===== config.mk =====
export PLATFORM = sky130hd
export DESIGN_NAME = sseg_display_driver
export DESIGN_NICKNAME = d
export VERILOG_FILES = /design/src/rtl/sseg_display_driver.sv
export SDC_FILE = /design/constraint.sdc
export NUM_CORES = 1
export LEC_CHECK = 0
export ABC_CLOCK_PERIOD_IN_PS = 2400
export BUFFER_PORTS_ARGS = -buffer_cell sky130_fd_sc_hd__buf_2
export CORE_ASPECT_RATIO = 1.25
export CORE_UTILIZATION = 42
export DETAILED_ROUTE_END_ITERATION = 10
export GPL_TIMING_DRIVEN = 0
export REMOVE_ABC_BUFFERS = 1
export SLEW_MARGIN = 0
export SYNTH_ARGS = -nofsm -noshare
export SYNTH_HDL_FRONTEND = slang
export SYNTH_SLANG_ARGS = --single-unit

===== constraint.sdc =====
create_clock -name CLK -period 2.4 [get_ports CLK]
set_input_delay 0.24 -clock CLK [delete_from_list [all_inputs] [get_ports CLK]]
set_output_delay 0.24 -clock CLK [all_outputs]
set_load 0.01 [all_outputs]

===== src/rtl/sseg_display_driver.sv =====
// ----------------------------------------------------------------------------
// sseg_display_driver
//
// Display stage for a binary counter. A captured binary VALUE is converted
// to four BCD digits by a sequential double-dabble (one shift per clock,
// VALUE_W clocks per conversion). The four digits are then time-multiplexed
// onto a 4-digit common-anode 7-segment display. Segment and anode outputs
// are active-low.
//
// A one-deep pending register holds a LOAD that arrives while a conversion
// is running. That value is converted back-to-back when the current
// conversion finishes.
//
// Parameters
//   VALUE_W      width of VALUE (1..13)
//   REFRESH_DIV  clock cycles each digit slot lasts (>= 2)
//
// Ports
//   CLK      in   system clock, rising edge
//   RESET_N  in   asynchronous active-low reset
//   VALUE    in   binary value, sampled only when LOAD is high
//   LOAD     in   single-cycle strobe: capture VALUE and convert it
//   BUSY     out  conversion in progress
//   SSEGS    out  {dp,g,f,e,d,c,b,a}, active-low; dp is always off
//   AN       out  digit enables, active-low; AN[0] is the ones digit
//
// Build option
//   LEADING_ZERO_BLANK_EN  when defined, digits above the most-significant
//                          nonzero digit are blanked. Digit 0 is always
//                          shown. Scan timing does not change.
// ----------------------------------------------------------------------------
module sseg_display_driver #(
    parameter int unsigned VALUE_W     = 8,
    parameter int unsigned REFRESH_DIV = 50000
) (
    input  logic               CLK,
    input  logic               RESET_N,
    input  logic [VALUE_W-1:0] VALUE,
    input  logic               LOAD,
    output logic               BUSY,
    output logic [7:0]         SSEGS,
    output logic [3:0]         AN
);

    localparam int unsigned CNT_W = (VALUE_W > 1) ? $clog2(VALUE_W) : 1;
    localparam int unsigned REF_W = $clog2(REFRESH_DIV);
    localparam int unsigned SH_W  = 16 + VALUE_W;

    localparam logic [CNT_W-1:0] CNT_LAST = CNT_W'(VALUE_W - 1);
    localparam logic [REF_W-1:0] REF_LAST = REF_W'(REFRESH_DIV - 1);

    typedef enum logic {
        StIdle,
        StConv
    } state_e;

    state_e             state_q, state_d;
    logic [VALUE_W-1:0] bin_q, bin_d;
    logic [15:0]        bcd_q, bcd_d;
    logic [CNT_W-1:0]   cnt_q, cnt_d;
    logic [VALUE_W-1:0] pend_val_q, pend_val_d;
    logic               pend_vld_q, pend_vld_d;
    logic [15:0]        digits_q, digits_d;
    logic [REF_W-1:0]   ref_q, ref_d;
    logic [1:0]         idx_q, idx_d;
    logic [3:0]         an_q, an_d;
    logic [7:0]         seg_q, seg_d;

    logic [15:0]        bcd_adj;
    logic [SH_W-1:0]    shifted;
    logic [3:0]         cur_digit;

    // Active-low segment pattern {dp,g,f,e,d,c,b,a} for one BCD digit.
    function automatic logic [7:0] seg_of(input logic [3:0] d);
        logic [7:0] s;
        s = 8'hFF;
        unique case (d)
            4'd0:    s = 8'hC0;
            4'd1:    s = 8'hF9;
            4'd2:    s = 8'hA4;
            4'd3:    s = 8'hB0;
            4'd4:    s = 8'h99;
            4'd5:    s = 8'h92;
            4'd6:    s = 8'h82;
            4'd7:    s = 8'hF8;
            4'd8:    s = 8'h80;
            4'd9:    s = 8'h90;
            default: s = 8'hFF;
        endcase
        return s;
    endfunction

    // One double-dabble step: add 3 to every nibble >= 5, then shift the
    // combined {bcd, bin} register left by one.
    always_comb begin
        bcd_adj = bcd_q;
        for (int i = 0; i < 4; i++) begin
            if (bcd_q[i*4 +: 4] >= 4'd5) begin
                bcd_adj[i*4 +: 4] = bcd_q[i*4 +: 4] + 4'd3;
            end
        end
        shifted = {bcd_adj, bin_q} << 1;
    end

    // Conversion FSM plus pending-load register.
    always_comb begin
        state_d    = state_q;
        bin_d      = bin_q;
        bcd_d      = bcd_q;
        cnt_d      = cnt_q;
        pend_val_d = pend_val_q;
        pend_vld_d = pend_vld_q;
        digits_d   = digits_q;

        unique case (state_q)
            StIdle: begin
                if (LOAD) begin
                    bin_d   = VALUE;
                    bcd_d   = '0;
                    cnt_d   = '0;
                    state_d = StConv;
                end
            end
            StConv: begin
                bin_d = shifted[VALUE_W-1:0];
                bcd_d = shifted[SH_W-1 -: 16];
                cnt_d = cnt_q + CNT_W'(1);
                if (cnt_q == CNT_LAST) begin
                    // Final shift: publish all four digits in one edge.
                    digits_d = shifted[SH_W-1 -: 16];
                    if (LOAD || pend_vld_q) begin
                        // A LOAD on this edge is newer than any pending value.
                        bin_d      = LOAD ? VALUE : pend_val_q;
                        bcd_d      = '0;
                        cnt_d      = '0;
                        pend_vld_d = 1'b0;
                    end else begin
                        state_d = StIdle;
                    end
                end else if (LOAD) begin
                    pend_val_d = VALUE;
                    pend_vld_d = 1'b1;
                end
            end
            default: state_d = StIdle;
        endcase
    end

    // Refresh timer, digit index and registered display outputs.
    always_comb begin
        ref_d = ref_q + REF_W'(1);
        idx_d = idx_q;
        if (ref_q == REF_LAST) begin
            ref_d = '0;
            idx_d = idx_q + 2'd1;
        end

        cur_digit = digits_q[{idx_q, 2'b00} +: 4];
        an_d      = ~(4'b0001 << idx_q);
        seg_d     = seg_of(cur_digit);

`ifdef LEADING_ZERO_BLANK_EN
        begin
            logic [3:0] shown;
            shown[3] = (digits_q[15:12] != 4'd0);
            shown[2] = shown[3] || (digits_q[11:8] != 4'd0);
            shown[1] = shown[2] || (digits_q[7:4] != 4'd0);
            shown[0] = 1'b1;
            if (!shown[idx_q]) begin
                an_d  = 4'b1111;
                seg_d = 8'hFF;
            end
        end
`endif
    end

    always_ff @(posedge CLK or negedge RESET_N) begin
        if (!RESET_N) begin
            state_q    <= StIdle;
            bin_q      <= '0;
            bcd_q      <= '0;
            cnt_q      <= '0;
            pend_val_q <= '0;
            pend_vld_q <= 1'b0;
            digits_q   <= '0;
            ref_q      <= '0;
            idx_q      <= 2'd0;
            an_q       <= 4'b1111;
            seg_q      <= 8'hFF;
        end else begin
            state_q    <= state_d;
            bin_q      <= bin_d;
            bcd_q      <= bcd_d;
            cnt_q      <= cnt_d;
            pend_val_q <= pend_val_d;
            pend_vld_q <= pend_vld_d;
            digits_q   <= digits_d;
            ref_q      <= ref_d;
            idx_q      <= idx_d;
            an_q       <= an_d;
            seg_q      <= seg_d;
        end
    end

    assign BUSY  = (state_q == StConv);
    assign AN    = an_q;
    assign SSEGS = seg_q;

endmodule


After elaboration in Yosys (flattened, before gate mapping)
Memories as Yosys holds them, arrays and structs flattened. A register that Yosys moved wholly into a read port is not among the register bits.
Cells that the tools add are included.
{"block": "word_totals", "regBits": 83, "latch_bits": 0, "ramBits": 0, "mem_bits_ro": 112, "in_bits": 11, "output_inout_bits": 13, "elab_cells": 63, "memories": 1}
{"block": "op_classes", "add_sub_neg": 7, "mul": 0, "n_div": 0, "magnitude_cmp": 4, "n_eq_ne": 4, "shifts": 2, "n_mux": 25, "bitwise_logic": 3, "reduce_logical": 6}
{"name": "(no name shown)", "depth": 16, "width": 7, "rd": 1, "rd_ports_with_merged_regs": 1, "wr": 0, "line_no": "77", "source": "unique case (d)"}
{"op": "$mux W16", "count": 4}
{"op": "$mux W8", "count": 4}
{"op": "$pmux W16 S2", "count": 1}
{"op": "$add A16 B1 Y16 const B", "count": 1}
{"op": "$eq A16 B16 Y1 const B", "count": 1}
{"op": "$ge A4 B3 Y1 const B", "count": 4}
{"op": "$pmux W8 S2", "count": 1}
{"op": "$shiftx A16 B5 Y4", "count": 1}
{"op": "$add A4 B2 Y4 const B", "count": 3}
{"op": "$mux W3", "count": 4}
{"op": "$mux W4", "count": 3}
{"op": "$mux W1", "count": 6}
{"op": "$pmux W3 S2", "count": 1}
{"op": "$not A4 Y4", "count": 1}
{"op": "$reduce_and A2 Y1", "count": 2}
{"op": "$shl A1 B2 Y4 const A", "count": 1}
{"op": "$add A3 B1 Y3 const B", "count": 1}
{"op": "$add A3 B2 Y3 const B", "count": 1}
{"op": "$eq A3 B3 Y1 const B", "count": 1}
{"op": "$reduce_and A3 Y1", "count": 1}
{"op": "$add A2 B1 Y2 const B", "count": 1}
{"op": "$ne A2 B1 Y1 const B", "count": 1}
{"op": "$ne A2 B2 Y1 const B", "count": 1}
{"op": "$not A1 Y1", "count": 2}
{"op": "4 further kinds", "count": 4}

Logic depth before layout (Yosys ltp)
Gate-level depths: netlist (run 1).
{"block": "depth", "ltp_word": 5, "mapped_depth": 7, "ltp_nobuf": 6}

Worst setup path before layout (run 1)
OpenSTA, ideal clock, no wires.
{"block": "synth_timing", "kind": "register to register", "start": "reg idx_q[0]", "end": "reg seg_q[0] (netlist: SSEGS[0])", "setup_time_ns": 0.078, "arrival_time_ns": 1.713, "required_time_ns": 2.322, "setup_slack_ns": 0.609, "stages_incl_launch_ff": 7, "n_path_buf": 1, "synth_period_minus_slack_ns": 1.791, "path_cell_list": "dfrtp_1 buf_6 mux4_1 ha_1 or2_0 a21oi_2 nor2_1"}
{"block": "synth_between", "elab_chain_cells": 1}
{"item": "from (decl)", "line_no": "65", "source": "logic [1:0] idx_q, idx_d;"}
{"item": "from (signal assigned)", "line_no": "199", "source": "idx_q <= idx_d;"}
{"item": "$shiftx A16 B5 Y4", "line_no": "158", "source": "cur_digit = digits_q[{idx_q, 2'b00} +: 4];"}
{"item": "to (decl)", "line_no": "67", "source": "logic [7:0] seg_q, seg_d;"}
Every way passes these cells.
A chain may end at the register's enable or synchronous reset.

Final worst setup path (run 1)
{"block": "layout_timing", "start": "reg cnt_q[0]", "end": "reg digits_q[0]"}
{"block": "layout_between", "elab_chain_cells": 2}
{"item": "from (decl)", "line_no": "60", "source": "logic [CNT_W-1:0] cnt_q, cnt_d;"}
{"item": "from (signal assigned)", "line_no": "194", "source": "cnt_q <= cnt_d;"}
{"item": "$eq A3 B3 Y1", "line_no": "128", "source": "if (cnt_q == CNT_LAST) begin"}
{"item": "$reduce_and A2 Y1 (no line)"}
{"item": "to (signal assigned)", "line_no": "197", "source": "digits_q <= digits_d;"}
{"item": "to (decl)", "line_no": "63", "source": "logic [15:0] digits_q, digits_d;"}
Every way passes these cells.

==> metrics.txt, run 1 <==
# TYPE chip_impl_metric gauge
chip_impl_info{name="outcome",value="complete, no violations"} 1
chip_impl_metric{name="final_design_area_no_fill",unit="µm²"} 4540
chip_impl_metric{name="starting_drt_drc_count",unit=""} 88
chip_impl_metric{name="finalNonFillerCells",unit=""} 529
chip_impl_metric{name="leakagePower",unit="nW"} 2.00
chip_impl_info{name="worstSetupEndpoint",value="digits_q[0]"} 1
chip_impl_metric{name="maximum_number_of_pins_on_one_net_before_global_route_repair",unit=""} 43
chip_impl_metric{name="synth.ff_latch_count",unit=""} 82
chip_impl_metric{name="slew_headroom",unit=""} 0.433
chip_impl_info{name="yosys.area.top_type",value="sky130_fd_sc_hd__dfrtp_1"} 1
chip_impl_metric{name="tightestPinTransition",unit="ns"} 0.849
chip_impl_metric{name="ff2ff_path_depth",unit=""} 4
chip_impl_metric{name="critical_path_required",unit="ns"} 2.61
chip_impl_metric{name="maxCapViolCount",unit=""} 0
chip_impl_metric{name="syn_area_per_cell",unit="µm²"} 10.5
chip_impl_info{name="worst_setup_path_startpoint",value="cnt_q[0]"} 1
chip_impl_metric{name="routed_via_density",unit=""} 5.14
chip_impl_metric{name="slew_violations",unit=""} 0
chip_impl_metric{name="die-height",unit="µm"} 111
chip_impl_metric{name="cts_sinks",unit=""} 82
chip_impl_metric{name="gp_routability_congestion",unit=""} 0.741
chip_impl_info{name="timing.critical_path.cells",value="ha_1 > ha_1 > nand2_1 > mux2_2"} 1
chip_impl_metric{name="initial_utilization",unit=""} 0.435
chip_impl_metric{name="cts_buffers",unit=""} 9
chip_impl_metric{name="fmax",unit="MHz"} 462
chip_impl_metric{name="placed_cells_incl_taps",unit=""} 512
chip_impl_metric{name="grt_pass1_wl",unit="µm"} 12700
chip_impl_info{name="type_of_the_worst_setup_path",value="reg2reg"} 1
chip_impl_metric{name="rrSetupSlack",unit="ns"} 0.24
chip_impl_metric{name="yosysWarningCount",unit=""} 0
chip_impl_info{name="reg2reg_from",value="cnt_q[0]"} 1
chip_impl_metric{name="io_buffer_count",unit=""} 22
chip_impl_metric{name="area.growth.synth_to_final",unit="%"} 13.3
chip_impl_metric{name="post-synth-top-area-fraction",unit=""} 0.443
chip_impl_metric{name="dieWidth",unit="µm"} 89.4
chip_impl_metric{name="power.clock.fraction",unit=""} 0.248
chip_impl_info{name="timing.hold.worst.class",value="in2reg"} 1
chip_impl_metric{name="dp_hpwl",unit="µm"} 4910
chip_impl_info{name="crit_top_cell",value="sky130_fd_sc_hd__ha_1"} 1
chip_impl_metric{name="fill_cells",unit=""} 882
chip_impl_metric{name="crit_fanout",unit=""} 31
chip_impl_metric{name="detailedRoute.firstPassIterationCount",unit=""} 4
chip_impl_info{name="tritoncts",value="yes"} 1
chip_impl_metric{name="cts_max_level",unit=""} 3
chip_impl_metric{name="share_seq_of_total_power",unit=""} 0.415
chip_impl_metric{name="switching_share",unit=""} 0.339
chip_impl_metric{name="detail_route.wirelength",unit="µm"} 7290
chip_impl_metric{name="clock_insertion_delay_worst_skew",unit="ns"} 0.33
chip_impl_metric{name="layout_min_cycle_time",unit="ns"} 2.16
chip_impl_info{name="critical-path-slowest-cell",value="sky130_fd_sc_hd__nand2_1"} 1
chip_impl_metric{name="worst_setup_hold_path_clk_slew",unit="ns"} 0.06
chip_impl_metric{name="power.total",unit="W"} 0.00526
chip_impl_info{name="endpoint_kind",value="register"} 1
chip_impl_metric{name="route.vias.total",unit=""} 2717
chip_impl_metric{name="final-setup-viol-count",unit=""} 0
chip_impl_info{name="layout_commonest_cell",value="sky130_fd_sc_hd__dfrtp_1"} 1
chip_impl_info{name="most-common-layout-cells",value="sky130_fd_sc_hd__dfrtp_1 (71), sky130_fd_sc_hd__nand2_1 (39), sky130_fd_sc_hd__o21ai_0 (38)"} 1
chip_impl_metric{name="post_route_cells_drive_above_1_share",unit=""} 0.190
chip_impl_metric{name="pwr_density_cell",unit="nW/µm²"} 1160
chip_impl_metric{name="row_count",unit=""} 39
chip_impl_metric{name="io-pin-count",unit=""} 24
chip_impl_metric{name="globalRouteTotalUtil",unit=""} 0.166
chip_impl_metric{name="ir_drop",unit="mV"} 0.469
chip_impl_info{name="synth.top_cells.by_area",value="sky130_fd_sc_hd__dfrtp_1 (44%), sky130_fd_sc_hd__dfstp_2 (7.2%), sky130_fd_sc_hd__ha_1 (6.2%)"} 1
chip_impl_metric{name="antenna_found_initial",unit=""} 0
chip_impl_metric{name="core_region_area",unit="µm²"} 9220
chip_impl_metric{name="number_of_buffers_between_clock_root_and_the_deepest_sink",unit=""} 2
chip_impl_metric{name="internal_power",unit="W"} 0.00348
chip_impl_info{name="grt_setup_unrepaired",value="false"} 1
chip_impl_metric{name="crit_arrival",unit="ns"} 2.38
chip_impl_metric{name="dpl_cell_area",unit="µm²"} 4240
chip_impl_info{name="root_buffer",value="sky130_fd_sc_hd__clkbuf_16"} 1
chip_impl_metric{name="grt_pass1_vias",unit=""} 2721
chip_impl_metric{name="antenna_cells_inserted",unit=""} 0
chip_impl_info{name="r2r-end",value="digits_q[0]"} 1
chip_impl_metric{name="final.period_utilization",unit=""} 0.902
chip_impl_metric{name="fin_worst_skew",unit="ns"} 0.00678
chip_impl_metric{name="gate_count_after_technology_mapping",unit=""} 382
chip_impl_metric{name="drc",unit=""} 0
chip_impl_metric{name="p_sw",unit="W"} 0.00178
chip_impl_metric{name="share_comb_of_total_power",unit=""} 0.337
chip_impl_metric{name="critical_path.max_stage_delay",unit="ns"} 0.70
chip_impl_metric{name="synthesized_area",unit="µm²"} 4010
chip_impl_metric{name="seq_area_frac_synth",unit=""} 0.515
chip_impl_metric{name="fp.dieArea",unit="µm²"} 9940
chip_impl_metric{name="synth_cell_types",unit=""} 47
chip_impl_metric{name="final_nets",unit=""} 432
chip_impl_info{name="worstSetupStartpointType",value="register"} 1
chip_impl_metric{name="timing.final.hold_violations",unit=""} 0
chip_impl_metric{name="post_drt_wl_per_cell",unit="µm"} 13.8
chip_impl_metric{name="detail-route-antenna-nets",unit=""} 0
chip_impl_metric{name="grt_remaining_overflow",unit=""} 0
-- power by group through the flow --
stage	clock, W	sequential [W]	combinational, W
finish	0.00130	0.00218	0.00177
global route	0.00139	0.00225	0.00205
CTS	0.00134	0.00219	0.00180
detailed placement	0	0.00221	0.00179
global placement	0	0.00220	0.00172
floorplan	0	0.00214	0.00135
-- worst min-delay path by stage --
| stage | from | endpoint | slack [ns] | cells past startpoint |
|---|---|---|---|---|
| 5_1_grt | VALUE[5] | pend_val_q[5] | 0.14 | 2 |
| 3_5_place_dp | RESET_N | idx_q[0] | 0.26 | 1 |
| 2_1_floorplan | RESET_N | BUSY | -0.06 | 0 |
| 3_3_place_gp | digits_q[4] | digits_q[4] | 0.46 | 2 |
| 6_report | VALUE[5] | pend_val_q[5] | 0.15 | 2 |
| 4_1_cts | VALUE[5] | pend_val_q[5] | 0.14 | 2 |
-- kinds of logic after synthesis --
| group | Yosys count | synth area share |
|---|---|---|
| adder cells (fa/ha/maj) | 20 | 0.0624 |
| flip-flops | 82 | 0.515 |
| XOR/XNOR | 18 | 0.0393 |
| AND/OR/NAND/NOR | 119 | 0.149 |
| buffers and inverters | 35 | 0.0378 |
| AO/OA/AOI/OAI | 89 | 0.132 |
| multiplexers | 18 | 0.0636 |
| other | 1 | 0.000935 |
-- final cells by class --
type                       instances  area [µm²]  share of cell area
sequential                        82        2070               0.455
multi-input combinational        265        1800               0.397
clock buffer                      12         267              0.0586
timing repair buffer              26         165              0.0363
tap                              123         154              0.0339
inverter                          17        63.8              0.0140
clock inverter                     4        25.0             0.00551
-- per-layer routing --
metal / global-route usage / vias to the layer above / share of wire
met4: 0.0698 / 0 / 0.018
li1: - / 1360 / -
met2: 0.271 / 44 / 0.51
met3: 0.0365 / 10 / 0.029
met5: 0 / - / 0
met1: 0.208 / 1303 / 0.45
-- registers in the layout, indices dropped and copies added (netlist names) --
| register | cells |
|---|---|
| bcd_q | 16 |
| digits_q | 16 |
| ref_q | 16 |
| bin_q | 8 |
| pend_val_q | 8 |
| SSEGS | 7 |
| AN | 4 |
| cnt_q | 3 |
| idx_q | 2 |
| BUSY | 1 |
| pend_vld_q | 1 |
-- critical path, delay by kind of cell, from the launching register on --
kind / cells / cell delay (ns)
and+or+nand+nor: 1 / 0.70
adders and majority gates: 2 / 0.54
muxes: 1 / 0.41
DFF: 1 / 0.39
-- cells in the mapped netlist, drive strengths merged --
cell,count
dfrtp,71
nand2,40
o21ai,39
nor2,28
a21oi,27
ha,20
inv,17
mux2,14
clkbuf,13
dfstp,11
xnor2,11
nor2b,10
nand2b,9
a22oi,7
nand3,7
nor3b,7
xor2,7
buf,5
a32o,4
mux4,4
nand4,4
o32ai,4
a22o,3
and2,3
and4,2
nor4,2
a21o,1
a2bb2oi,1
a31oi,1
and2b,1
and3,1
conb,1
nand3b,1
nor3,1
nor4b,1
o22a,1
o31ai,1
or2,1
or4,1
-- stage by stage --
step                TNS, ns  hold WS [ns]  setup WS (ns)  utilization
floorplan                 0       -0.0556          0.125            -
global placement      -3.01         0.461         -0.450        0.454
detailed placement        0         0.264         0.0581        0.460
CTS                       0         0.143        0.00760        0.492
global route              0         0.141         0.0152        0.493
finish                    0         0.150          0.236        0.493
-- what timing repair did --
action                                  CTS  global route
hold endpoints to repair                 32             0
resized for setup                         0             1
setup buffers                             0             0
hold buffers                              1             0
endpoints found under the setup margin    0             7
Note: power is estimated with default switching activity, not from simulation.
==> inputs of run 2 (changes only) <==
--- a/config.mk
+++ b/config.mk
@@ -5,9 +5,10 @@
 export SDC_FILE = /design/constraint.sdc
 export NUM_CORES = 1
 export LEC_CHECK = 0
-export ABC_CLOCK_PERIOD_IN_PS = 2400
+export ABC_CLOCK_PERIOD_IN_PS = 2800
 export BUFFER_PORTS_ARGS = -buffer_cell sky130_fd_sc_hd__buf_2
 export CORE_ASPECT_RATIO = 1.25
+export CORE_MARGIN = 2
 export CORE_UTILIZATION = 42
 export DETAILED_ROUTE_END_ITERATION = 10
 export GPL_TIMING_DRIVEN = 0
==> constraint.sdc (replaced) <==
create_clock -name CLK -period 2.8 [get_ports CLK]
set_input_delay 0.28 -clock CLK [delete_from_list [all_inputs] [get_ports CLK]]
set_output_delay 0.28 -clock CLK [all_outputs]
set_load 0.01 [all_outputs]
==> run 2 against run 1 <==
- critical path type unchanged
- worst setup slack better by 0.23 ns
- core utilization increased by 0.19 points
- via count rose by 2.5%
- cell count stayed put
- global-route usage is 1.1 points lower
- critical endpoint is now bcd_q[11]
- routed wire length is 0.96% higher
==> metrics.txt, run 2 (synthesis results as in run 1) <==
# TYPE chip_impl_metric gauge
chip_impl_metric{name="area.growth.synth_to_final",unit="%"} 13.8
chip_impl_metric{name="dp_hpwl",unit="µm"} 5020
chip_impl_metric{name="total_setup_buffers_inserted_after_cts",unit=""} 0
chip_impl_metric{name="gp_routability_congestion",unit=""} 0.791
chip_impl_info{name="min-delay-start",value="VALUE[1]"} 1
chip_impl_metric{name="dieWidth",unit="µm"} 91.4
chip_impl_metric{name="multiInputGateArea",unit="µm²"} 1800
chip_impl_info{name="worst_setup_path_startpoint",value="cnt_q[0]"} 1
chip_impl_metric{name="whs",unit="ns"} 0.200
chip_impl_info{name="type_of_the_worst_setup_path",value="reg2reg"} 1
chip_impl_metric{name="cts_sinks",unit=""} 82
chip_impl_metric{name="pwr_density_cell",unit="nW/µm²"} 1000
chip_impl_metric{name="slew_headroom",unit=""} 0.419
chip_impl_info{name="reg2reg_from",value="cnt_q[0]"} 1
chip_impl_metric{name="tightestPinTransition",unit="ns"} 0.870
chip_impl_metric{name="antenna_cells_inserted",unit=""} 0
chip_impl_metric{name="crit_arrival",unit="ns"} 2.60
chip_impl_metric{name="slew_violations",unit=""} 0
chip_impl_metric{name="ir_drop",unit="mV"} 0.390
chip_impl_metric{name="fmax",unit="MHz"} 429
chip_impl_metric{name="row_count",unit=""} 39
chip_impl_metric{name="final_nets",unit=""} 432
chip_impl_metric{name="maxCapViolCount",unit=""} 0
chip_impl_metric{name="cts_buffers",unit=""} 9
chip_impl_info{name="grt_setup_unrepaired",value="false"} 1
chip_impl_metric{name="die-height",unit="µm"} 113
chip_impl_metric{name="antenna_found_initial",unit=""} 0
chip_impl_metric{name="detail_route.wirelength",unit="µm"} 7360
chip_impl_metric{name="finalWorstSetupSlack",unit="ns"} 0.470
chip_impl_metric{name="post_route_cells_drive_above_1_share",unit=""} 0.187
chip_impl_metric{name="fill_cells",unit=""} 855
chip_impl_info{name="critical-path-slowest-cell",value="sky130_fd_sc_hd__nand2_1"} 1
chip_impl_metric{name="timing.final.hold_violations",unit=""} 0
chip_impl_metric{name="detailedPlace.worstSlack",unit="ns"} 0.431
chip_impl_metric{name="grt_remaining_overflow",unit=""} 0
chip_impl_info{name="outcome",value="complete, no violations"} 1
chip_impl_metric{name="power.total",unit="W"} 0.00457
chip_impl_metric{name="initial_utilization",unit=""} 0.435
chip_impl_metric{name="post_drt_wl_per_cell",unit="µm"} 13.9
chip_impl_metric{name="final-setup-viol-count",unit=""} 0
chip_impl_info{name="crit_top_cell",value="sky130_fd_sc_hd__ha_1"} 1
chip_impl_info{name="endpoint_kind",value="register"} 1
chip_impl_metric{name="drc",unit=""} 0
chip_impl_info{name="timing.hold.worst.class",value="in2reg"} 1
chip_impl_metric{name="count_of_buffer_and_inverter_cells_on_the_critical_path",unit=""} 0
chip_impl_metric{name="post_cts_resize_count",unit=""} 0
chip_impl_metric{name="cts_max_level",unit=""} 3
chip_impl_info{name="root_buffer",value="sky130_fd_sc_hd__clkbuf_16"} 1
chip_impl_info{name="largestRegisters",value="bcd_q x16, digits_q x16, ref_q x16"} 1
chip_impl_metric{name="maximum_number_of_pins_on_one_net_before_global_route_repair",unit=""} 47
chip_impl_metric{name="grt_pass1_vias",unit=""} 2715
chip_impl_info{name="most-common-layout-cells",value="sky130_fd_sc_hd__dfrtp_1 (71), sky130_fd_sc_hd__nand2_1 (40), sky130_fd_sc_hd__o21ai_0 (38)"} 1
chip_impl_metric{name="fin_worst_skew",unit="ns"} 0.00757
chip_impl_metric{name="route.vias.total",unit=""} 2786
chip_impl_metric{name="grt_pass1_wl",unit="µm"} 12900
chip_impl_metric{name="io-pin-count",unit=""} 24
chip_impl_metric{name="globalRouteTotalUtil",unit=""} 0.154
chip_impl_metric{name="final_design_area_no_fill",unit="µm²"} 4560
chip_impl_metric{name="layout_min_cycle_time",unit="ns"} 2.33
chip_impl_metric{name="starting_drt_drc_count",unit=""} 123
chip_impl_metric{name="clock_insertion_delay_worst_skew",unit="ns"} 0.33
chip_impl_info{name="timing.critical_path.cells",value="ha_1 > ha_1 > o21ai_1 > nand2_1 > o32ai_1 > a32o_1"} 1
chip_impl_metric{name="worst_setup_hold_path_clk_slew",unit="ns"} 0.06
chip_impl_metric{name="setup-tns-final",unit="ns"} 0
chip_impl_metric{name="leakagePower",unit="nW"} 2.02
chip_impl_info{name="worstSetupStartpointType",value="register"} 1
chip_impl_metric{name="critical_path_required",unit="ns"} 3.07
chip_impl_metric{name="routed_via_density",unit=""} 5.27
chip_impl_metric{name="final.period_utilization",unit=""} 0.832
chip_impl_metric{name="core_region_area",unit="µm²"} 9220
chip_impl_info{name="layout_commonest_cell",value="sky130_fd_sc_hd__dfrtp_1"} 1
chip_impl_metric{name="number_of_buffers_between_clock_root_and_the_deepest_sink",unit=""} 2
chip_impl_metric{name="fp.dieArea",unit="µm²"} 10400
chip_impl_metric{name="crit_fanout",unit=""} 25
chip_impl_info{name="tritoncts",value="yes"} 1
chip_impl_metric{name="io_buffer_count",unit=""} 22
chip_impl_metric{name="ff_latch_area",unit="µm²"} 2070
chip_impl_metric{name="critical_path.max_stage_delay",unit="ns"} 0.53
chip_impl_metric{name="dpl_cell_area",unit="µm²"} 4250
chip_impl_info{name="critical-path-top-delay-family",value="compound AO/OA/AOI/OAI gates"} 1
chip_impl_metric{name="detail-route-antenna-nets",unit=""} 0
chip_impl_metric{name="detailedRoute.firstPassIterationCount",unit=""} 5
-- run 2: cell count changes in the layout (fill, tap and decap cells not counted), sizes merged --
| cell | before | now |
|---|---|---|
| inv | 17 | 18 |
| bufinv | 0 | 1 |
| clkinvlp | 2 | 1 |
| clkinv | 2 | 3 |
| clkbuf | 12 | 10 |
-- run 2: final timing paths --
path,to,slack [ns],cells past startpoint
setup / recovery,bcd_q[11],0.47,6
hold / removal,pend_val_q[1],0.20,2
setup reg to reg,bcd_q[11],0.47,6
hold reg to reg,digits_q[4],0.48,2
max in group asynchronous,SSEGS[1],1.74,3
min in group asynchronous,ref_q[12],0.46,2
-- run 2: report_power, final --
group	leakage, nW	internal, W	switching, W
registers	1.01	0.00160	0.000271
clock network	0.149	0.000716	0.000466
logic	0.860	0.000706	0.000810
-- run 2: timing repair --
item                                    4_1_cts  5_1_grt
endpoints found under the setup margin        0        0
hold buffers                                  1        0
endpoints found under the hold margin        27        0
-- run 2: metrics by stage --
step	util	cells
6_report	0.495	529
2_1_floorplan	-	364
5_1_grt	0.495	529
3_3_place_gp	0.454	509
4_1_cts	0.495	529
3_5_place_dp	0.461	512
-- run 2: metal layers --
| layer | up-vias | track usage | wire, µm | share of wire |
|---|---|---|---|---|
| met1 | 1362 | 0.196 | 3350 | 0.46 |
| met4 | 0 | 0.0657 | 95 | 0.013 |
| met2 | 52 | 0.255 | 3620 | 0.49 |
| met5 | - | 0 | 0 | 0 |
| li1 | 1364 | - | - | - |
| met3 | 8 | 0.0326 | 289 | 0.039 |
-- run 2: final cells by class --
class,count,area share
sequential,82,0.453
multi-input combinational,265,0.395
clock buffer,10,0.0524
timing repair buffer,26,0.0378
tap,123,0.0337
clock inverter,6,0.0143
inverter,17,0.0140
==> inputs of run 3 (changes only) <==
--- a/config.mk
+++ b/config.mk
@@ -5,7 +5,7 @@
 export SDC_FILE = /design/constraint.sdc
 export NUM_CORES = 1
 export LEC_CHECK = 0
-export ABC_CLOCK_PERIOD_IN_PS = 2800
+export ABC_CLOCK_PERIOD_IN_PS = 2200
 export BUFFER_PORTS_ARGS = -buffer_cell sky130_fd_sc_hd__buf_2
 export CORE_ASPECT_RATIO = 1.25
 export CORE_MARGIN = 2
==> constraint.sdc (replaced) <==
create_clock -name CLK -period 2.2 [get_ports CLK]
set_input_delay 0.22 -clock CLK [delete_from_list [all_inputs] [get_ports CLK]]
set_output_delay 0.22 -clock CLK [all_outputs]
set_load 0.01 [all_outputs]
==> run 3 against run 2 <==
- combinational power increased by 28%
- cell count did not move
- register-to-register slack got worse by 0.25 ns
- highest routed layer unchanged
==> metrics.txt, run 3 (synthesis results as in run 1) <==
# TYPE chip_impl_metric gauge
chip_impl_info{name="outcome",value="complete, no violations"} 1
chip_impl_metric{name="critical_path_required",unit="ns"} 2.41
chip_impl_info{name="worstSetupStartpointType",value="register"} 1
chip_impl_metric{name="fin_worst_skew",unit="ns"} 0.00762
chip_impl_metric{name="maximum_number_of_pins_on_one_net_before_global_route_repair",unit=""} 47
chip_impl_info{name="layout_commonest_cell",value="sky130_fd_sc_hd__dfrtp_1"} 1
chip_impl_metric{name="timing.final.hold_violations",unit=""} 0
chip_impl_metric{name="gp_routability_congestion",unit=""} 0.791
chip_impl_info{name="root_buffer",value="sky130_fd_sc_hd__clkbuf_16"} 1
chip_impl_metric{name="total_setup_buffers_inserted_after_cts",unit=""} 0
chip_impl_metric{name="core_region_area",unit="µm²"} 9220
chip_impl_info{name="min_to",value="pend_val_q[1]"} 1
chip_impl_metric{name="cts_buffers",unit=""} 9
chip_impl_metric{name="worst_setup_hold_path_clk_slew",unit="ns"} 0.06
chip_impl_metric{name="final_design_area_no_fill",unit="µm²"} 4570
chip_impl_metric{name="leakagePower",unit="nW"} 2.02
chip_impl_info{name="min-delay-start",value="VALUE[1]"} 1
chip_impl_metric{name="detail_route.wirelength",unit="µm"} 7390
chip_impl_metric{name="dieWidth",unit="µm"} 91.4
chip_impl_metric{name="die-height",unit="µm"} 113
chip_impl_info{name="most-common-layout-cells",value="sky130_fd_sc_hd__dfrtp_1 (71), sky130_fd_sc_hd__nand2_1 (38), sky130_fd_sc_hd__o21ai_0 (38)"} 1
chip_impl_metric{name="pwr_density_cell",unit="nW/µm²"} 1280
chip_impl_info{name="grt_setup_unrepaired",value="false"} 1
chip_impl_metric{name="final-setup-viol-count",unit=""} 0
chip_impl_metric{name="detailedRoute.firstPassIterationCount",unit=""} 6
chip_impl_metric{name="grt_pass1_wl",unit="µm"} 12900
chip_impl_metric{name="hold_depth",unit=""} 2
chip_impl_metric{name="finalWorstSetupSlack",unit="ns"} 0.220
chip_impl_info{name="endpoint_kind",value="register"} 1
chip_impl_metric{name="detailedPlace.worstSlack",unit="ns"} -0.169
chip_impl_metric{name="slew_violations",unit=""} 0
chip_impl_metric{name="cts_max_level",unit=""} 3
chip_impl_metric{name="fp.dieArea",unit="µm²"} 10400
chip_impl_metric{name="antenna_found_initial",unit=""} 0
chip_impl_metric{name="crit_arrival",unit="ns"} 2.19
chip_impl_metric{name="routed_via_density",unit=""} 5.29
chip_impl_metric{name="post_drt_wl_per_cell",unit="µm"} 14.0
chip_impl_metric{name="area.growth.synth_to_final",unit="%"} 14.0
chip_impl_metric{name="row_count",unit=""} 39
chip_impl_metric{name="io-pin-count",unit=""} 24
chip_impl_info{name="reg2reg_from",value="cnt_q[0]"} 1
chip_impl_metric{name="post_route_cells_drive_above_1_share",unit=""} 0.192
chip_impl_metric{name="slew_headroom",unit=""} 0.446
chip_impl_info{name="r2r-end",value="pend_val_q[6]"} 1
chip_impl_info{name="tritoncts",value="yes"} 1
chip_impl_metric{name="clock_insertion_delay_worst_skew",unit="ns"} 0.33
chip_impl_metric{name="fill_cells",unit=""} 855
chip_impl_metric{name="setup-tns-final",unit="ns"} 0
chip_impl_metric{name="route.vias.total",unit=""} 2799
chip_impl_metric{name="dp_hpwl",unit="µm"} 5020
chip_impl_metric{name="final_nets",unit=""} 432
chip_impl_metric{name="grt_remaining_overflow",unit=""} 0
chip_impl_metric{name="tightestPinTransition",unit="ns"} 0.831
chip_impl_metric{name="drc",unit=""} 0
chip_impl_info{name="largestRegisters",value="bcd_q x16, digits_q x16, ref_q x16"} 1
chip_impl_metric{name="fmax",unit="MHz"} 505
chip_impl_info{name="type_of_the_worst_setup_path",value="reg2reg"} 1
chip_impl_metric{name="ff2ff_path_depth",unit=""} 4
chip_impl_metric{name="dpl_cell_area",unit="µm²"} 4250
chip_impl_metric{name="ir_drop",unit="mV"} 0.497
chip_impl_metric{name="number_of_buffers_between_clock_root_and_the_deepest_sink",unit=""} 2
chip_impl_metric{name="detail-route-antenna-nets",unit=""} 0
chip_impl_metric{name="antenna_cells_inserted",unit=""} 0
chip_impl_metric{name="initial_utilization",unit=""} 0.435
chip_impl_metric{name="power.total",unit="W"} 0.00584
chip_impl_metric{name="grt_pass1_vias",unit=""} 2718
chip_impl_metric{name="final.period_utilization",unit=""} 0.900
chip_impl_info{name="worst_setup_path_startpoint",value="cnt_q[0]"} 1
chip_impl_metric{name="layout_min_cycle_time",unit="ns"} 1.98
chip_impl_metric{name="cts_sinks",unit=""} 82
chip_impl_metric{name="starting_drt_drc_count",unit=""} 142
chip_impl_metric{name="crit_fanout",unit=""} 12
chip_impl_info{name="timing.hold.worst.class",value="in2reg"} 1
chip_impl_metric{name="maxCapViolCount",unit=""} 0
chip_impl_metric{name="rrSetupSlack",unit="ns"} 0.22
chip_impl_metric{name="globalRouteTotalUtil",unit=""} 0.155
chip_impl_metric{name="io_buffer_count",unit=""} 22
run 3: per-stage QoR:
stage	util	std cells	hold WS [ns]
after global placement	0.454	509	0.462
final	0.496	529	0.138
after detailed placement	0.461	512	0.220
after global routing	0.496	529	0.138
after floorplan	-	364	-0.0756
after CTS	0.495	529	0.131
run 3: final cells by class:
type | instances | area, µm² | area share
Sequential cell | 82 | 2070 | 0.452
Clock buffer | 10 | 239 | 0.0523
Inverter | 17 | 63.8 | 0.0140
Timing Repair Buffer | 26 | 173 | 0.0378
Clock inverter | 6 | 65.1 | 0.0142
Multi-Input combinational cell | 265 | 1810 | 0.396
Tap cell | 123 | 154 | 0.0337
run 3: timing repair:
action,in CTS,in global routing
resized for setup,1,2
gates cloned,0,0
hold endpoints to repair,27,0
pin swaps,0,0
hold buffers,1,0
endpoints found under the setup margin,6,19
run 3: per-layer routing:
| layer | up-vias | GRT usage | part of all wire |
|---|---|---|---|
| li1 | 1368 | - | - |
| met1 | 1372 | 0.195 | 0.46 |
| met2 | 52 | 0.259 | 0.49 |
| met3 | 7 | 0.0326 | 0.039 |
| met4 | 0 | 0.0626 | 0.012 |
| met5 | - | 0 | 0 |
run 3: how the worst max path moves through the flow:
| stage | to | cells after the start | slack (ns) |
|---|---|---|---|
| 2_1_floorplan | idx_q[1] | 4 | -0.08 |
| 3_3_place_gp | idx_q[1] | 4 | -0.65 |
| 3_5_place_dp | bcd_q[11] | 6 | -0.17 |
| 4_1_cts | digits_q[0] | 2 | 0.04 |
| 5_1_grt | bcd_q[11] | 6 | 0.03 |
| 6_report | pend_val_q[6] | 4 | 0.22 |
run 3: power breakdown:
group | leakage (nW) | switching [W] | internal, W
Combinational | 0.861 | 0.00104 | 0.000903
Sequential | 1.01 | 0.000346 | 0.00204
Clock | 0.149 | 0.000593 | 0.000911
Total | 2.02 | 0.00198 | 0.00386
run 3: worst max-delay path, cell delays in order (launching register included):
cell	delay, ns
sky130_fd_sc_hd__dfrtp_1	0.39
sky130_fd_sc_hd__ha_1	0.21
sky130_fd_sc_hd__ha_1	0.34
sky130_fd_sc_hd__nand3b_1	0.50
sky130_fd_sc_hd__mux2_2	0.42
